**config.mk**
```make
export PLATFORM = sky130hd
export DESIGN_NAME = bram_bus_if
export DESIGN_NICKNAME = d
export VERILOG_FILES = /design/src/rtl/bram_bus_pkg.sv /design/src/rtl/bram_load_align.sv /design/src/rtl/bram_bus_if.sv
export SDC_FILE = /design/constraint.sdc
export NUM_CORES = 1
export LEC_CHECK = 0
export BUFFER_PORTS_ARGS = -buffer_cell sky130_fd_sc_hd__buf_4
export CAP_MARGIN = 40
export CORE_ASPECT_RATIO = 0.8
export CORE_MARGIN = 5
export CORE_UTILIZATION = 49
export CTS_CLUSTER_SIZE = 14
export DETAILED_ROUTE_END_ITERATION = 10
export GPL_ROUTABILITY_DRIVEN = 0
export GPL_TIMING_DRIVEN = 0
export PLACE_DENSITY = 0.79
export SYNTH_ARGS = -nofsm -noshare
export SYNTH_HDL_FRONTEND = slang
export SYNTH_SLANG_ARGS = --single-unit
```
**constraint.sdc**
```tcl
create_clock -name clk -period 2.3 [get_ports clk]
set_clock_uncertainty 0.05 [all_clocks]
set_input_delay 0.23 -clock clk [delete_from_list [all_inputs] [get_ports clk]]
set_output_delay 0.23 -clock clk [all_outputs]
set_load 0.005 [all_outputs]
```
**src/rtl/bram_bus_pkg.sv**
```systemverilog
// rtl/bram_bus_pkg.sv - size encodings, FSM states and lane helpers for the bram request adapter
// Contents: SZ_BYTE/SZ_HALF/SZ_WORD, state_t, lane_mask(size, offset), misaligned(size, offset)
package bram_bus_pkg;

    localparam logic [1:0] SZ_BYTE = 2'b00;
    localparam logic [1:0] SZ_HALF = 2'b01;
    localparam logic [1:0] SZ_WORD = 2'b10;

    typedef enum logic [1:0] {
        IDLE,
        ACCESS,
        CAPTURE,
        DONE
    } state_t;

    // Active-high mask of byte lanes touched by an aligned access.
    function automatic logic [3:0] lane_mask(input logic [1:0] size, input logic [1:0] offset);
        logic [3:0] mask;
        case (size)
            SZ_BYTE: mask = 4'b0001 << offset;
            SZ_HALF: mask = offset[1] ? 4'b1100 : 4'b0011;
            SZ_WORD: mask = 4'b1111;
            default: mask = 4'b0000;
        endcase
        return mask;
    endfunction

    function automatic logic misaligned(input logic [1:0] size, input logic [1:0] offset);
        logic bad;
        case (size)
            SZ_BYTE: bad = 1'b0;
            SZ_HALF: bad = offset[0];
            SZ_WORD: bad = (offset != 2'b00);
            default: bad = 1'b1;
        endcase
        return bad;
    endfunction

endpackage

```
**src/rtl/bram_load_align.sv**
```systemverilog
// rtl/bram_load_align.sv - extracts the addressed lanes of a RAM word and sign/zero-extends them
// Ports: mem_data_i (raw RAM word), offset_i (byte offset), size_i (access size),
//        unsigned_i (1 = zero-extend), result_o (right-justified load value)
module bram_load_align
    import bram_bus_pkg::*;
(
    input  logic [31:0] mem_data_i,
    input  logic [1:0]  offset_i,
    input  logic [1:0]  size_i,
    input  logic        unsigned_i,
    output logic [31:0] result_o
);

    logic [31:0] shifted;
    logic        sign_fill;

    always_comb begin
        shifted   = mem_data_i >> {offset_i, 3'b000};
        sign_fill = 1'b0;
        result_o  = shifted;
        case (size_i)
            SZ_BYTE: begin
                sign_fill = ~unsigned_i & shifted[7];
                result_o  = {{24{sign_fill}}, shifted[7:0]};
            end
            SZ_HALF: begin
                sign_fill = ~unsigned_i & shifted[15];
                result_o  = {{16{sign_fill}}, shifted[15:0]};
            end
            default: result_o = shifted;
        endcase
    end

endmodule

```
**src/rtl/bram_bus_if.sv**
```systemverilog
// rtl/bram_bus_if.sv - single byte/half/word load/store adapter in front of the bram macro
// Ports: clk, reset_n (sync, active low); request req_i/we_i/size_i/unsigned_i/addr_i/wdata_i;
//        completion ready_o/err_o/rdata_o; RAM side mem_addr_o/mem_cs_n_o/mem_we_n_o/mem_data_o/mem_data_i
module bram_bus_if
    import bram_bus_pkg::*;
#(
    parameter int ADDR_WIDTH = 12
) (
    input  logic                  clk,
    input  logic                  reset_n,
    input  logic                  req_i,
    input  logic                  we_i,
    input  logic [1:0]            size_i,
    input  logic                  unsigned_i,
    input  logic [ADDR_WIDTH-1:0] addr_i,
    input  logic [31:0]           wdata_i,
    output logic                  ready_o,
    output logic                  err_o,
    output logic [31:0]           rdata_o,
    output logic [ADDR_WIDTH-3:0] mem_addr_o,
    output logic [3:0]            mem_cs_n_o,
    output logic [3:0]            mem_we_n_o,
    output logic [31:0]           mem_data_o,
    input  logic [31:0]           mem_data_i
);

    state_t                state, state_nxt;
    logic                  we_q;
    logic                  uns_q;
    logic                  err_q;
    logic [1:0]            size_q;
    logic [ADDR_WIDTH-1:0] addr_q;
    logic [31:0]           wdata_q;
    logic [31:0]           rdata_q;
    logic [31:0]           load_val;
    logic [3:0]            lanes_n;
    logic                  accept;
    logic                  bad;

    // A new request can be taken while idle or in the completion cycle,
    // which is what gives back-to-back issue without a bubble.
    assign accept = req_i && ((state == IDLE) || (state == DONE));
    assign bad    = misaligned(size_i, addr_i[1:0]);

    always_comb begin
        state_nxt = state;
        case (state)
            IDLE, DONE: begin
                if (accept) begin
                    state_nxt = bad ? DONE : ACCESS;
                end else begin
                    state_nxt = IDLE;
                end
            end
            ACCESS:  state_nxt = we_q ? DONE : CAPTURE;
            CAPTURE: state_nxt = DONE;
            default: state_nxt = IDLE;
        endcase
    end

    always_ff @(posedge clk) begin
        if (!reset_n) begin
            state   <= IDLE;
            we_q    <= 1'b0;
            uns_q   <= 1'b0;
            err_q   <= 1'b0;
            size_q  <= SZ_BYTE;
            addr_q  <= '0;
            wdata_q <= '0;
            rdata_q <= '0;
        end else begin
            state <= state_nxt;
            if (accept) begin
                we_q    <= we_i;
                uns_q   <= unsigned_i;
                size_q  <= size_i;
                addr_q  <= addr_i;
                wdata_q <= wdata_i;
                err_q   <= bad;
                if (bad) begin
                    rdata_q <= '0;
                end
            end
            // RAM output is valid during CAPTURE; stores never reach this state.
            if (state == CAPTURE) begin
                rdata_q <= load_val;
            end
        end
    end

    always_comb begin
        lanes_n    = ~lane_mask(size_q, addr_q[1:0]);
        mem_cs_n_o = 4'hF;
        mem_we_n_o = 4'hF;
        if (state == ACCESS) begin
            mem_cs_n_o = lanes_n;
            mem_we_n_o = we_q ? lanes_n : 4'hF;
        end
    end

    // Narrow store data is replicated so whichever lane is strobed sees it.
    always_comb begin
        case (size_q)
            SZ_BYTE: mem_data_o = {4{wdata_q[7:0]}};
            SZ_HALF: mem_data_o = {2{wdata_q[15:0]}};
            default: mem_data_o = wdata_q;
        endcase
    end

    bram_load_align u_load_align (
        .mem_data_i (mem_data_i),
        .offset_i   (addr_q[1:0]),
        .size_i     (size_q),
        .unsigned_i (uns_q),
        .result_o   (load_val)
    );

    assign ready_o    = (state == DONE);
    assign err_o      = ready_o & err_q;
    assign rdata_o    = rdata_q;
    assign mem_addr_o = addr_q[ADDR_WIDTH-1:2];

endmodule

```
== Yosys cells after proc, flatten, opt, wreduce, memory -nomap -nowiden ==
Cells that the tools add are included.
Widths: inputs -> output; s select.
Storage, ports and cells
  flip-flop bits (word level): 83
  bits of input ports: 83
  output and inout port bits: 84
  word-level logic and storage cells: 47
Cells by class
  equal/unequal tests: 7
  shift-type cells: 2
  multiplexer cells: 15
  bitwise logic cells: 5
  reduce and logical (&&, ||, !) cells: 10
Operators by type and width (number)
  $pmux 32 s2: 2
  $mux 32: 3
  $shr 32x5->32: 1
  $mux 4: 4
  $pmux 4 s3: 1
  $eq 2x2->1 const B: 4
  $eq 2x1->1 const B: 3
  $logic_not 2->1: 3
  $pmux 2 s3: 1
  $reduce_bool 2->1: 3
  $mux 2: 2
  $not 4->4: 1
  $shl 1x2->4 const A: 1
  $and 1x1->1: 3
  $pmux 1 s3: 1
  $reduce_and 2->1: 1
  $reduce_or 2->1: 1
  $logic_and 1x1->1: 1
  $logic_or 1x1->1: 1
  $mux 1: 1
  $not 1->1: 1

== Depth between registers and ports, before layout ==
Gate-level depths: netlist of the first run.
  word-level depth: 5
  gate-level depth with buffers: 9
  depth with buffers taken out: 6

== Modules after synthesis ==
From an unflattened synthesis of the first run, not the netlist that was laid out.
Unflattened totals
  cells, all modules: 593
  area total of the unflattened synthesis: 4901.0 µm²
By module, submodules not included
  bram_bus_if: times used 1, cells an instance 490, area an instance 4132.7 µm², seq. area each 1661.6 µm²
  bram_load_align: times used 1, cells an instance 103, area an instance 768.2 µm², seq. area each 0.0 µm²

== Worst setup path before layout of the first run ==
OpenSTA, ideal clock, no wires.
  kind: register to register
  start point: reg state[0]
  end point: reg rdata_q[27], in the netlist rdata_o[27]
  library setup time: 0.122 ns
  arrival: 1.856 ns
  data required time: 2.128 ns
  setup slack: 0.272 ns
  stages on the path, launching flop included: 10
  buffers on the path: 3
  period minus slack after synthesis: 2.028 ns
  cell sequence: dfxtp_1 -> inv_1 -> ha_1 -> and2_1 -> clkbuf_1 -> o221ai_1 -> and3b_1 -> clkbuf_1 -> buf_2 -> a221o_1
On the way
  word-level cells in the longest chain between the ends: 5
  elaborated cells between the ends (all ways): 9
  classes of those cells: eq/ne: 2; mux: 1; reduce/logical: 6
Ends and longest elaborated chain
  start, declared: RTL line bram_bus_if.sv:27  | state_t state, state_nxt;
  start signal, assigned: RTL line bram_bus_if.sv:72  | state <= state_nxt;
  $eq 2x2->1 or $logic_not 2->1 (tied branches): RTL line bram_bus_if.sv:42  | assign accept = req_i && ((state == IDLE) || (state == DONE));
  $logic_or 1x1->1: RTL line bram_bus_if.sv:42
  $logic_and 1x1->1: RTL line bram_bus_if.sv:42
  $reduce_bool 2->1 (no source line)
  $reduce_and 2->1 (no source line)
  end signal, assigned: RTL line bram_bus_if.sv:86  | rdata_q <= load_val;
  end, declared: RTL line bram_bus_if.sv:34  | logic [31:0] rdata_q;
Several ways; a longest one is shown, not always the timed one.
A chain may end at the register's enable or synchronous reset.

== Worst setup path after layout of the first run ==
  start point: reg size_q[0]
  end point: out mem_cs_n_o[0]
On the way
  word-level cells in the longest chain between the ends: 4
  elaborated cells between the ends (all ways): 6
  classes of those cells: eq/ne: 2; mux: 2; bitwise: 1; reduce/logical: 1
Ends and longest elaborated chain
  start, declared: RTL line bram_bus_if.sv:31  | logic [1:0] size_q;
  start signal, assigned: RTL line bram_bus_if.sv:76  | size_q <= size_i;
  $eq 2x2->1 (tied with other cells): RTL line bram_bus_pkg.sv:19  | case (size)
  $pmux 4 s3 *: RTL line bram_bus_pkg.sv:19
  $not 4->4 *: RTL line bram_bus_if.sv:92  | lanes_n = ~lane_mask(size_q, addr_q[1:0]);
  $mux 4 *: RTL line bram_bus_if.sv:95  | if (state == ACCESS) begin
  end, declared: RTL line bram_bus_if.sv:21  | output logic [3:0] mem_cs_n_o,
Mark *: on every way between the ends. The rest lies on a longest branch, timed or not.

==> impl_metrics.toml, run 1 <==
[outcome]
status = "complete, no violations"

[drt]
wl_per_cell_um = 16.6
vias = 4007
first_iter_violations = 251
vias_per_cell = 5.28
drc = 0
dr.pass1.iters = 5
antenna_left = 0
routed_wl_um = 12600

[setup_path]
max_stage_delay_ns = 0.52
cp-start-kind = "register"
crit_arrival_ns = 1.94
crit_chain = "clkbuf_1, buf_2, a21boi_1, o21ai_0, buf_4"
r2r-start = "state[0]$_SDFF_PN0_"
reg2reg_depth = 7
crit_path_max_fanout = 10
crit_family = "compound AO/OA/AOI/OAI gates"
cp.required_ns = 2.02
worstSetupPathType = "register to primary output"
rrSetupSlack_ns = 0.21
rr_endpoint = "rdata_o[28]$_SDFFE_PN0P_"
crit_buf_inv = 3
cp-end-kind = "primary output"
cpMaxStageDelayCell = "a21boi_1"

[sta]
fin_crit_sh_pct = 96.3
fin_crit_ns = 2.22
setup_viol = 0
relSlewSlack_pct = 52.1
tightestPinTransition_ns = 0.713
rsz0062_at_grt = "no"
timing.final.max_slew_violations = 0
fin_ws_ns = 0.0841
timing.fmax_ghz = 0.451
final_hold_viol_count = 0

[synthesis]
synth_top_flop_cell = "dfxtp_1"
synth-async-reset-ratio_pct = 0
syn_area_sq_mm = 0.00414
synth-edff-count = 0
synth_area_leaders = "dfxtp_1 40%, a21boi_0 11%, nand2_1 10%"
yosysTopAreaCellShare_pct = 40.1
yosysTopAreaCell = "dfxtp_1"
syn_avg_cell_area_sq_um = 8.89
ys_warn_count = 0
synth_common_cells = "115 x nand2_1, 83 x dfxtp_1, 58 x a21boi_0"
syn-num-nets = 552
ys_seq_elements = 83
yosysSeqAreaShare_pct = 40.1
synthCells = 466
netlist-cell-type-count = 37
synth.most_common_cell = "nand2_1"

[clocking]
clk_pin_slew_ns = 0.09
ctsRootBufferMaster = "clkbuf_8"
cts_tree = "done"
clock_sinks = 83
hold_buffers = 0
clkLatencyLatePin_ns = 0.35
cts_buffers = 9
clock_path_buffers = 2
h-tree-depth = 3

[final_layout]
fin_nets = 728
ff_latch_area_sq_mm = 0.00166
num_antenna_cells = 0
syn2layout_area_growth_pct = 37.7
final_util_pct = 68.1
n_fill_cell = 676
drive_gt1_share_pct = 37.2
multiInputGateArea_sq_mm = 0.00216

[placed_design]
pre_cts_ws_ns = -0.0253
dp_hpwl_um = 9870
io_buffers = 165

[die]
coreArea_sq_mm = 0.00837
fp.dieH_um = 92.2
ios = 167
row_count = 30
die_w_um = 113
start_util_pct = 49.5
die-area_sq_mm = 0.0104

[grt]
grt_util_all_layers_pct = 23.7
grt_pass1_wl_um = 19800
grt_pass1_vias = 3921
antenna_found_initial = 0
grt_max_degree = 14
overflow = 0

[pwr]
peakVddDrop_mv = 0.425
leakagePower_nw = 2.51
p_per_area_mw_per_mm2 = 770

[worst_hold_path]
hold_path.startpoint = "wdata_i[8]"
holdPathStages = 3
hold_path_end = "wdata_q[8]$_SDFFE_PN0P_"
worstHoldPathType = "primary input to register"

[flow_run]
maxCapViolCount = 0
layer usage:
| layer | track usage (%) | up-vias | part of all wire, % |
|---|---|---|---|
| li1 | - | 1964 | - |
| met1 | 31.7 | 1880 | 45 |
| met2 | 37.5 | 139 | 46 |
| met3 | 6.20 | 24 | 7.0 |
| met4 | 7.41 | 0 | 2.4 |
| met5 | 0 | - | 0 |
layout by cell type (no fill, tap or decap), types with 5 or more instances in the layout:
master	n
clkbuf_1	24
a211o_1	8
nand3b_1	9
o2bb2ai_1	7
mux2_2	25
dfxtp_1	83
mux2i_1	23
a21boi_0	58
a221oi_1	7
clkbuf_8	9
o211ai_1	10
buf_2	5
nor2_1	12
nand2_1	115
buf_4	186
o21ai_0	12
a221o_1	8
worst reg2reg max path: cells and delay by family, from the launching register on:
kind	cells	cell delay [ns]
simple gates	2	0.50
buf+inv	2	0.24
fa+ha+maj	1	0.33
flops	1	0.36
compound gates	2	0.49
through the flow:
stage	instance area [sq um]	TNS, ns	cells	total power, W	hold WS, ns
after floorplan	4140	0	466	0.00275	0.318
after global placement	5520	0	743	0.00345	0.397
after detailed placement	5520	-0.0360	743	0.00350	0.405
after CTS	5690	0	759	0.00439	0.0642
after global routing	5700	0	759	0.00465	0.0640
final	5700	0	759	0.00439	0.0804
power by group:
part           leakage [nW]  total, W  switching (W)  internal [W]
logic                  1.76   0.00167       0.000834      0.000840
registers             0.679   0.00181       0.000151       0.00166
clock network        0.0726  0.000902       0.000510      0.000392
state kept, by name (all words and copies together), names as in the netlist:
signal / cells
wdata_q: 32
state: 2
size_q: 2
rdata_o: 32
err_q: 1
addr_q: 12
we_q: 1
uns_q: 1
worst max path at each step:
stage / startpoint / to / slack [ns] / cells after the start
after floorplan: state[0]$_SDFF_PN0_ / rdata_o[27]$_SDFFE_PN0P_ / 0.27 / 9
after global placement: state[0]$_SDFF_PN0_ / rdata_o[22]$_SDFFE_PN0P_ / 0.02 / 9
after detailed placement: state[0]$_SDFF_PN0_ / rdata_o[22]$_SDFFE_PN0P_ / -0.03 / 9
after CTS: state[0]$_SDFF_PN0_ / rdata_o[28]$_SDFFE_PN0P_ / 0.004 / 9
after global routing: size_q[0]$_SDFFE_PN0P_ / mem_cs_n_o[1] / 0.01 / 5
final: size_q[0]$_SDFFE_PN0P_ / mem_cs_n_o[0] / 0.08 / 5
final cells by class:
cell class	instances	area share, %
sequential	83	29.1
tap	112	2.46
buffer	55	5.46
timing repair buffer	167	22.0
clock buffer	12	2.37
clock inverter	4	0.483
inverter	3	0.197
multi-input combinational	323	37.9
kinds of logic (layout without fill, tap and decap cells):
kind of cell | count (synthesis) | in the layout | synth area share, %
and+or+nand+nor | 151 | 151 | 16.0
AOI/OAI and AO/OA | 119 | 119 | 22.1
DFF | 83 | 83 | 40.1
buffers and inverters | 60 | 241 | 7.76
muxes | 49 | 49 | 12.9
adders and majority gates | 3 | 3 | 0.906
xor gates and xnor gates | 1 | 1 | 0.212
repair_timing:
| action | CTS | global route |
|---|---|---|
| setup buffers | 0 | 2 |
| endpoints found under the setup margin | 18 | 51 |
| cloned | 0 | 0 |
| gates resized for setup | 3 | 7 |
Note: power is estimated with default switching activity, not from simulation.
==> run 2, diff against run 1 <==
--- a/config.mk
+++ b/config.mk
@@ -9,5 +9,4 @@
 export CAP_MARGIN = 40
 export CORE_ASPECT_RATIO = 0.8
-export CORE_MARGIN = 5
 export CORE_UTILIZATION = 49
 export CTS_CLUSTER_SIZE = 14
==> constraint.sdc (replaced) <==
create_clock -name clk -period 2.3 [get_ports clk]
set_clock_uncertainty 0.05 [all_clocks]
set_input_delay 0.46 -clock clk [delete_from_list [all_inputs] [get_ports clk]]
set_output_delay 0.46 -clock clk [all_outputs]
set_load 0.005 [all_outputs]
==> run 2 against run 1 <==
Final cell count fell by 0.79%. Flip-flop and latch count did not move. Final area up 0.99%. Clock-buffer cell count down 1. Global-route usage up 4.4 points. First-iteration DRC count rose by 12%. Critical path type unchanged. Largest power group unchanged.
==> impl_metrics.toml, run 2 (synthesis results as in run 1) <==
[drt]
routed_wl_um = 12400
vias = 4064
vias_per_cell = 5.40
wl_per_cell_um = 16.4
dr.pass1.iters = 5
first_iter_violations = 281
drc = 0
antenna_left = 0

[grt]
grt_use_met1_pct = 38.5
use_met2_pct = 44.3
overflow = 0
grt_pass1_vias = 3825
grt_pass1_wl_um = 19600
grt_use_met3_pct = 6.52
grt_util_all_layers_pct = 28.2
grt_max_degree = 14
antenna_found_initial = 0
grt_busiest_layer = "met2"

[sta]
relSlewSlack_pct = 43.1
rsz0062_at_grt = "yes"
tightestPinTransition_ns = 0.846
fin_crit_sh_pct = 98.7
timing.fmax_ghz = 0.440
final_hold_viol_count = 0
fin_crit_ns = 2.27
setup_tns_ns = 0
fin_ws_ns = 0.0290
timing.final.max_slew_violations = 0
setup_viol = 0

[pwr]
clock_power_share_pct = 24.4
p_sw_w = 0.00151
switching_share_pct = 32.6
finalPower_w = 0.00463
combPwrFrac_pct = 36.4
peakVddDrop_mv = 0.437
leakagePower_nw = 2.54
seq_power_share_pct = 39.1
power.internal_w = 0.00312
p_per_area_mw_per_mm2 = 804

[clocking]
clock_sinks = 83
clk_pin_slew_ns = 0.08
h-tree-depth = 3
clkLatencyLatePin_ns = 0.35
ctsRootBufferMaster = "clkbuf_8"
cts_buffers = 9
clock_path_buffers = 2
cts_tree = "done"

[die]
ios = 167
die_w_um = 105
fp.dieH_um = 84.2
row_count = 29
die-area_sq_mm = 0.00883
coreArea_sq_mm = 0.00806
start_util_pct = 51.4

[setup_path]
cp.required_ns = 1.79
crit_path_max_fanout = 10
cp-start-kind = "register"
crit_arrival_ns = 1.76
reg2reg_depth = 8
cp-end-kind = "primary output"
rrSetupSlack_ns = 0.16
worstSetupPathType = "register to primary output"
rr_endpoint = "rdata_o[30]$_SDFFE_PN0P_"
r2r-start = "state[0]$_SDFF_PN0_"

[final_layout]
drive_gt1_share_pct = 37.5
fin_nets = 727
num_antenna_cells = 0
layout_common_cells = "185 x buf_4, 115 x nand2_1, 83 x dfxtp_1"
final_util_pct = 71.5
syn2layout_area_growth_pct = 39.1
fin_cells = 753
layout_commonest_cell = "buf_4"

[placed_design]
pre_cts_ws_ns = -0.0503
dp_hpwl_um = 9430
placed_cells = 739
io_buffers = 165

[flow_run]
maxCapViolCount = 0

[worst_hold_path]
holdPathStages = 2
hold_path.startpoint = "mem_data_i[27]"
worstHoldPathType = "primary input to register"
hold_path_end = "rdata_o[27]$_SDFFE_PN0P_"

[outcome]
status = "complete, no violations"
run 2: worst max-delay path, cell delays in order, from the launching register on:
cell and delay (ns):
dfxtp_1 0.31, clkbuf_1 0.25, buf_6 0.23, mux2i_1 0.30
o21ai_0 0.15, buf_4 0.17
run 2: power by group through the flow:
| stage | combinational (W) | sequential [W] | clock (W) |
|---|---|---|---|
| final | 0.00169 | 0.00181 | 0.00113 |
| after global routing | 0.00184 | 0.00184 | 0.00120 |
| after CTS | 0.00166 | 0.00181 | 0.00113 |
| after detailed placement | 0.00164 | 0.00184 | 0 |
| after global placement | 0.00162 | 0.00183 | 0 |
| after floorplan | 0.000938 | 0.00181 | 0 |
run 2: worst max path at each step:
stage	from	to	depth (start not counted)
5_1_grt	size_q[0]$_SDFFE_PN0P_	mem_data_o[24]	5
3_3_place_gp	state[0]$_SDFF_PN0_	rdata_o[22]$_SDFFE_PN0P_	9
3_5_place_dp	state[0]$_SDFF_PN0_	rdata_o[23]$_SDFFE_PN0P_	9
2_1_floorplan	state[0]$_SDFF_PN0_	rdata_o[27]$_SDFFE_PN0P_	9
4_1_cts	addr_q[1]$_SDFFE_PN0P_	mem_cs_n_o[0]	5
6_report	size_q[0]$_SDFFE_PN0P_	mem_data_o[26]	5
run 2: final cells by class:
| cell class | instances | area (sq um) |
|---|---|---|
| buffer | 56 | 328 |
| multi-input combinational | 323 | 2180 |
| timing repair buffer | 165 | 1240 |
| tap | 108 | 135 |
| clock inverter | 4 | 76.3 |
| sequential | 83 | 1660 |
| inverter | 3 | 11.3 |
| clock buffer | 11 | 131 |
| fill | 653 | 2300 |
run 2: per-layer routing:
metal / share of wire [%] / up-vias
met5: 0 / -
met4: 1.8 / 0
met3: 8.5 / 26
met2: 46 / 208
met1: 44 / 1872
li1: - / 1958
run 2: repair_timing:
action | CTS | global route
resized for setup | 7 | 12
setup buffers | 0 | 0
endpoints found under the setup margin | 34 | 57
hold buffers | 0 | 0
run 2: stage by stage:
stage / area [sq um] / hold slack (ns)
detailed placement: 5520 / 0.405
CTS: 5740 / 0.297
finish: 5760 / 0.301
floorplan: 4140 / 0.389
global route: 5760 / 0.303
global placement: 5520 / 0.397
